**config.mk**
```make
export PLATFORM = sky130hd
export DESIGN_NAME = quad_encoder_speed
export DESIGN_NICKNAME = d
export VERILOG_FILES = /design/src/rtl/quad_encoder_speed.sv
export SDC_FILE = /design/constraint.sdc
export NUM_CORES = 1
export LEC_CHECK = 0
export ABC_AREA = 0
export BUFFER_PORTS_ARGS = -buffer_cell sky130_fd_sc_hd__buf_2
export CORE_ASPECT_RATIO = 1.1
export CORE_MARGIN = 2
export CORE_UTILIZATION = 30
export DETAILED_ROUTE_END_ITERATION = 8
export HOLD_SLACK_MARGIN = 0.06
export SYNTH_ARGS = -nofsm -noshare
export SYNTH_HDL_FRONTEND = slang
export SYNTH_SLANG_ARGS = --single-unit
```
**constraint.sdc**
```tcl
create_clock -name clk -period 6.4 [get_ports clk]
set_input_delay 0.32 -clock clk [delete_from_list [all_inputs] [get_ports clk]]
set_output_delay 0.32 -clock clk [all_outputs]
set_load 0.05 [all_outputs]
```
**src/rtl/quad_encoder_speed.sv**
```systemverilog
// Multi-channel quadrature decoder: synchronised A/B inputs, position counters,
// windowed signed speed and sticky illegal-transition flags. Glitch filter: QENC_GLITCH_FILTER_EN.
module quad_encoder_speed #(
    parameter int NUM_CH        = 4,
    parameter int COUNT_W       = 16,
    parameter int SPEED_W       = 16,
    parameter int WINDOW_CYCLES = 50000,
    parameter int FILTER_LEN    = 3
) (
    input  logic                        clk,
    input  logic                        reset,
    input  logic [2*NUM_CH-1:0]         enc,
    input  logic [NUM_CH-1:0]           clear_count,
    input  logic                        error_clear,
    output logic [NUM_CH*COUNT_W-1:0]   enc_count,
    output logic [NUM_CH*SPEED_W-1:0]   speed,
    output logic                        speed_valid,
    output logic [NUM_CH-1:0]           enc_error
);

    localparam int ACC_W = SPEED_W + 1;
    localparam int WIN_W = (WINDOW_CYCLES > 2) ? $clog2(WINDOW_CYCLES) : 1;
    localparam logic [WIN_W-1:0]        WIN_LAST = WIN_W'(WINDOW_CYCLES - 1);
    localparam logic signed [ACC_W-1:0] ACC_MAX  = {1'b0, {SPEED_W{1'b1}}};
    localparam logic signed [ACC_W-1:0] ACC_MIN  = {1'b1, {SPEED_W{1'b0}}};
    localparam logic signed [ACC_W-1:0] ACC_ONE  = {{SPEED_W{1'b0}}, 1'b1};
    localparam logic signed [ACC_W-1:0] ACC_NEG1 = '1;
    localparam logic signed [ACC_W-1:0] SPD_MAX  = {2'b00, {(SPEED_W-1){1'b1}}};
    localparam logic signed [ACC_W-1:0] SPD_MIN  = {2'b11, {(SPEED_W-1){1'b0}}};

    logic [1:0]              r_sync1 [NUM_CH];
    logic [1:0]              r_sync2 [NUM_CH];
    logic [1:0]              r_qprev [NUM_CH];
    logic [1:0]              w_q     [NUM_CH];
    logic [NUM_CH-1:0]       w_up, w_dn, w_ill;
    logic [COUNT_W-1:0]      r_count [NUM_CH];
    logic signed [ACC_W-1:0] r_acc   [NUM_CH];
    logic [SPEED_W-1:0]      r_speed [NUM_CH];
    logic [NUM_CH-1:0]       r_error;
    logic [WIN_W-1:0]        r_win;
    logic                    r_valid;
    logic                    w_last;

    function automatic logic signed [ACC_W-1:0] sat_add(input logic signed [ACC_W-1:0] a,
                                                        input logic up, input logic dn);
        logic signed [ACC_W-1:0] r;
        r = a;
        if (up && a != ACC_MAX)
            r = a + ACC_ONE;
        else if (dn && a != ACC_MIN)
            r = a - ACC_ONE;
        return r;
    endfunction

    function automatic logic [SPEED_W-1:0] sat_speed(input logic signed [ACC_W-1:0] a);
        logic [SPEED_W-1:0] r;
        if (a > SPD_MAX)
            r = SPD_MAX[SPEED_W-1:0];
        else if (a < SPD_MIN)
            r = SPD_MIN[SPEED_W-1:0];
        else
            r = a[SPEED_W-1:0];
        return r;
    endfunction

    // Front end keeps tracking the pins through reset so release is glitch-free.
    always_ff @(posedge clk) begin
        for (int unsigned i = 0; i < NUM_CH; i++) begin
            r_sync1[i] <= enc[2*i +: 2];
            r_sync2[i] <= r_sync1[i];
            r_qprev[i] <= reset ? r_sync2[i] : w_q[i];
        end
    end

`ifdef QENC_GLITCH_FILTER_EN
    localparam int HIST_D = FILTER_LEN - 1;
    logic [1:0] r_hist [NUM_CH][HIST_D];

    always_ff @(posedge clk) begin
        for (int unsigned i = 0; i < NUM_CH; i++) begin
            r_hist[i][0] <= r_sync2[i];
            for (int unsigned j = 1; j < HIST_D; j++)
                r_hist[i][j] <= r_hist[i][j-1];
        end
    end

    // The live synchroniser output counts as the newest of the FILTER_LEN samples.
    always_comb begin
        for (int unsigned i = 0; i < NUM_CH; i++) begin
            w_q[i] = r_sync2[i];
            for (int unsigned j = 0; j < HIST_D; j++)
                if (r_hist[i][j] != r_sync2[i])
                    w_q[i] = r_qprev[i];
        end
    end
`else
    always_comb begin
        for (int unsigned i = 0; i < NUM_CH; i++)
            w_q[i] = r_sync2[i];
    end
`endif

    always_comb begin
        w_up  = '0;
        w_dn  = '0;
        w_ill = '0;
        for (int unsigned i = 0; i < NUM_CH; i++) begin
            case ({r_qprev[i], w_q[i]})
                4'b0001, 4'b0111, 4'b1110, 4'b1000: w_up[i]  = 1'b1;
                4'b0100, 4'b1101, 4'b1011, 4'b0010: w_dn[i]  = 1'b1;
                4'b0011, 4'b1100, 4'b0110, 4'b1001: w_ill[i] = 1'b1;
                default: ;
            endcase
        end
    end

    assign w_last = (r_win == WIN_LAST);

    always_ff @(posedge clk) begin
        if (reset) begin
            r_win   <= '0;
            r_valid <= 1'b0;
        end else begin
            r_valid <= w_last;
            r_win   <= w_last ? '0 : r_win + 1'b1;
        end
    end

    always_ff @(posedge clk) begin
        if (reset) begin
            r_error <= '0;
            for (int unsigned i = 0; i < NUM_CH; i++) begin
                r_count[i] <= '0;
                r_acc[i]   <= '0;
                r_speed[i] <= '0;
            end
        end else begin
            for (int unsigned i = 0; i < NUM_CH; i++) begin
                if (clear_count[i])
                    r_count[i] <= '0;
                else if (w_up[i])
                    r_count[i] <= r_count[i] + 1'b1;
                else if (w_dn[i])
                    r_count[i] <= r_count[i] - 1'b1;

                if (w_ill[i])
                    r_error[i] <= 1'b1;
                else if (error_clear)
                    r_error[i] <= 1'b0;

                // A step landing in the last window cycle opens the next window.
                if (w_last) begin
                    r_speed[i] <= sat_speed(r_acc[i]);
                    r_acc[i]   <= w_up[i] ? ACC_ONE : (w_dn[i] ? ACC_NEG1 : '0);
                end else begin
                    r_acc[i]   <= sat_add(r_acc[i], w_up[i], w_dn[i]);
                end
            end
        end
    end

    for (genvar g = 0; g < NUM_CH; g++) begin : g_out
        assign enc_count[g*COUNT_W +: COUNT_W] = r_count[g];
        assign speed[g*SPEED_W +: SPEED_W]     = r_speed[g];
    end

    assign enc_error   = r_error;
    assign speed_valid = r_valid;

endmodule
```
==> run summary <==
RUN STATUS
--------------------------------------------------------------------------------
Run status ........................................................ finished, final reports clean

CLOCK TREE
--------------------------------------------------------------------------------
TritonCTS clock tree ..............................................        built
H-tree Lvls .......................................................            1
Post-cts sizing count .............................................            0
Clock latency on the worst-skew pair ..............................      0.57 ns
Buffers inserted during post-CTS setup optimization ...............            0
Number of buffers between clock root and the deepest sink .........            3
CTS root buffer ................................................... sky130_fd_sc_hd__clkbuf_16
TritonCTS buffer count ............................................           30
Clock tree sinks ..................................................          241
Clock-pin slew on the worst setup and hold paths ..................      0.06 ns
Hold-fix buffers, CTS .............................................           10

DIE
--------------------------------------------------------------------------------
DIE HEIGHT ........................................................       236 um
Die area .......................................................... 0.0506 sq mm
Area of the placeable core ........................................ 0.0480 sq mm
Floorplan die width ...............................................       215 um
Initial Util ......................................................        30.5%
I/O pin total .....................................................          148
Count of standard-cell rows .......................................           84

SYNTHESIS
--------------------------------------------------------------------------------
Syn Area/Cell .....................................................   9.86 sq um
FF+latch count, synth .............................................          241
Count of yosys warnings during synthesis ..........................            0
Share of synthesized flip-flops with an asynchronous set or reset .           0%
Number of synthesized flops with an enable pin ....................          196
Share of synthesized area occupied by flip-flops and latches ......        46.4%
Post-synthesis instance total .....................................         1485
Synthesized cell area ............................................. 0.0146 sq mm
Most frequently used flop master after synthesis .................. sky130_fd_sc_hd__edfxtp_1
Library cells used by synthesis ...................................           80
Synth Net Count ...................................................         1573

STA
--------------------------------------------------------------------------------
Fmax achieved .....................................................      236 MHz
RSZ-0062 raised after global routing ..............................           no
Count of final hold-check violations ..............................            0
Slew of the pin with the lowest slew margin .......................      1.11 ns
Final Max Slew Viols ..............................................            0
Share of the clock period used by the worst path ..................        66.1%
Worst clock skew ..................................................    0.0155 ns
Post-layout minimum cycle time ....................................      4.23 ns
Fin worst setup slack .............................................      2.17 ns
Final setup violating endpoints ...................................            0
Headroom to the max-slew limit ....................................        25.9%
Setup total negative slack ........................................         0 ns

GLOBAL ROUTE
--------------------------------------------------------------------------------
Grt met1 use ......................................................        18.4%
First-pass GRT wire length ........................................     61600 um
Met2 Usage GRT ....................................................        25.5%
Most heavily used metal layer in global routing ...................         met2
Global route overflow .............................................            0
Via count of the first global-routing pass ........................        11.8k
Maximum number of pins on one net before global-route repair ......           82
Met3 track demand over resource ...................................        1.94%
Initial antenna violation count ...................................            0
Total global-route track usage ....................................        14.7%

FINISH
--------------------------------------------------------------------------------
Most common cell after layout, fill and taps aside ................ sky130_fd_sc_hd__edfxtp_1
Multi-input gate area ............................................. 0.00743 sq mm
Ratio of cells with drive above 1 in the final layout .............        14.5%
Synth-to-Final Area Change ........................................        17.1%
Final net count ...................................................         1711
Highest-count cells in the layout ignoring fill and taps .......... sky130_fd_sc_hd__edfxtp_1 (196), sky130_fd_sc_hd__buf_2 (147), sky130_fd_sc_hd__nor2_1 (128)
Filler cells ......................................................         4762
Flip-flop and latch area .......................................... 0.00679 sq mm
Antenna cells .....................................................            0

CRITICAL PATH
--------------------------------------------------------------------------------
Worst setup path class ............................................      reg2reg
Critical path fanouts, max ........................................           18
Crit start category ...............................................    flip-flop
Slowest cell on the critical path ................................. sky130_fd_sc_hd__nor2b_1
Data required, critical path ......................................      6.71 ns
Type of element capturing the critical path .......................    flip-flop
Cell class contributing the biggest share of worst-path delay ..... simple AND/OR/NAND/NOR gates
Cell Chain, Critical Path ......................................... nor2b_1, nand3_1, nand2_1, ha_1, a211oi_1, o21bai_1, o22a_1, nor4b_1, a2111oi_2, xor2_1, o21ai_0
Data arrival, critical path .......................................      4.54 ns
Buf+Inv Stages, Crit Path .........................................            0
Stage delay of the slowest cell on the critical path ..............      0.88 ns

DETAILED ROUTING
--------------------------------------------------------------------------------
Remaining routing DRC violations ..................................            0
Routed WL .........................................................     38500 um
Router iterations before antenna repair ...........................            5
Post-route antenna net violation count ............................            0
Wirelength per Cell ...............................................      16.8 um
Iter 0 DRT Violations .............................................          821
Total via count after detailed routing ............................        12.2k
Detailed-route vias per instance ..................................         5.33

PLACE
--------------------------------------------------------------------------------
Number of buffer cells added on primary ports .....................          147
Detailed Place HPWL ...............................................     26500 um
Gp weighted congestion ............................................        0.840
Setup WS pre-CTS ..................................................      2.22 ns

JOB
--------------------------------------------------------------------------------
Max Cap Violations ................................................            0

POWER
--------------------------------------------------------------------------------
Static leakage power ..............................................      6.58 nW
Power density of the placed cells .................................  460 mW/mm^2
Peak ir drop on the vdd network ...................................     0.220 mV

MIN PATH
--------------------------------------------------------------------------------
Class of the most critical hold timing path .......................       in2reg

## final timing paths
check | slack [ns] | to | from | cells after the start
setup / recovery | 2.17 | r_acc[0][15] | r_acc[0][16] | 11
hold / removal | 0.11 | r_count[1][0] | clear_count[1] | 2
hold reg to reg | 0.31 | r_sync2[3][0] | r_sync1[3][0] | 0
setup reg to reg | 2.17 | r_acc[0][15] | r_acc[0][16] | 11
## synth_stat cells (all sizes together), types with 10 or more instances
library cell    n  area (sq um)
a211oi         25           188
a21o           18           135
a21oi         121           606
a221oi         14           129
a311oi         12           105
a31oi          17           106
and2           11          68.8
and3           24           150
buf            17           114
clkbuf         44           165
dfxtp          45           901
edfxtp        196          5890
ha             69           863
inv            39           146
nand2         114           433
nand2b         21           131
nand3          41           205
nand4          24           150
nor2          132           521
nor2b          15          93.8
nor3           39           228
nor4           27           175
o211ai         10          75.1
o21a           75           563
o21ai          96           480
o22a           10          87.6
o22ai          19           131
or3            33           221
xnor2          50           438
xor2           44           385
## layout make-up
cell class | instances | area share [%]
Multi-Input combinational cell | 1143 | 43.4
Sequential cell | 241 | 39.6
Clock buffer | 42 | 5.19
Timing Repair Buffer | 167 | 5.32
Inverter | 40 | 0.891
Clock inverter | 14 | 0.891
Tap cell | 645 | 4.71
## flip-flops by register name, indices dropped and copies added, names as in the netlist
name         count
r_acc           68
r_count         64
r_speed         64
r_win           16
r_qprev          8
r_sync1          8
r_sync2          8
enc_error        4
speed_valid      1
## per-layer routing
layer  share of wire, %  up-vias
met5                  0        -
met3                4.3       80
met1                 44     5918
met2                 48      297
met4                3.3        0
li1                   -     5922
## logic make-up after synthesis
family / synth area share (%)
AO/OA/AOI/OAI: 20.6
XOR/XNOR: 5.62
adder cells (fa/ha/maj): 6.45
buffers and inverters: 2.93
flip-flops: 46.4
multiplexers: 0.0684
AND/OR/NAND/NOR: 18.0
## metrics by stage
stage | utilization (%) | area [sq um] | total power, mW | std cells | hold WS (ns)
after global placement | 33.3 | 16000 | 6.02 | 2226 | 0.311
after global routing | 35.7 | 17100 | 8.40 | 2292 | 0.0873
after CTS | 35.7 | 17100 | 7.91 | 2292 | 0.0685
after detailed placement | 33.3 | 16000 | 6.09 | 2226 | 0.312
final | 35.7 | 17100 | 7.88 | 2292 | 0.107
after floorplan | - | 14600 | 5.34 | 1485 | 0.310
## power breakdown
group,switching [mW],internal (mW)
registers,0.556,2.21
clock network,0.697,1.09
logic,2.07,1.26
Power figures use the tool's default switching activity.
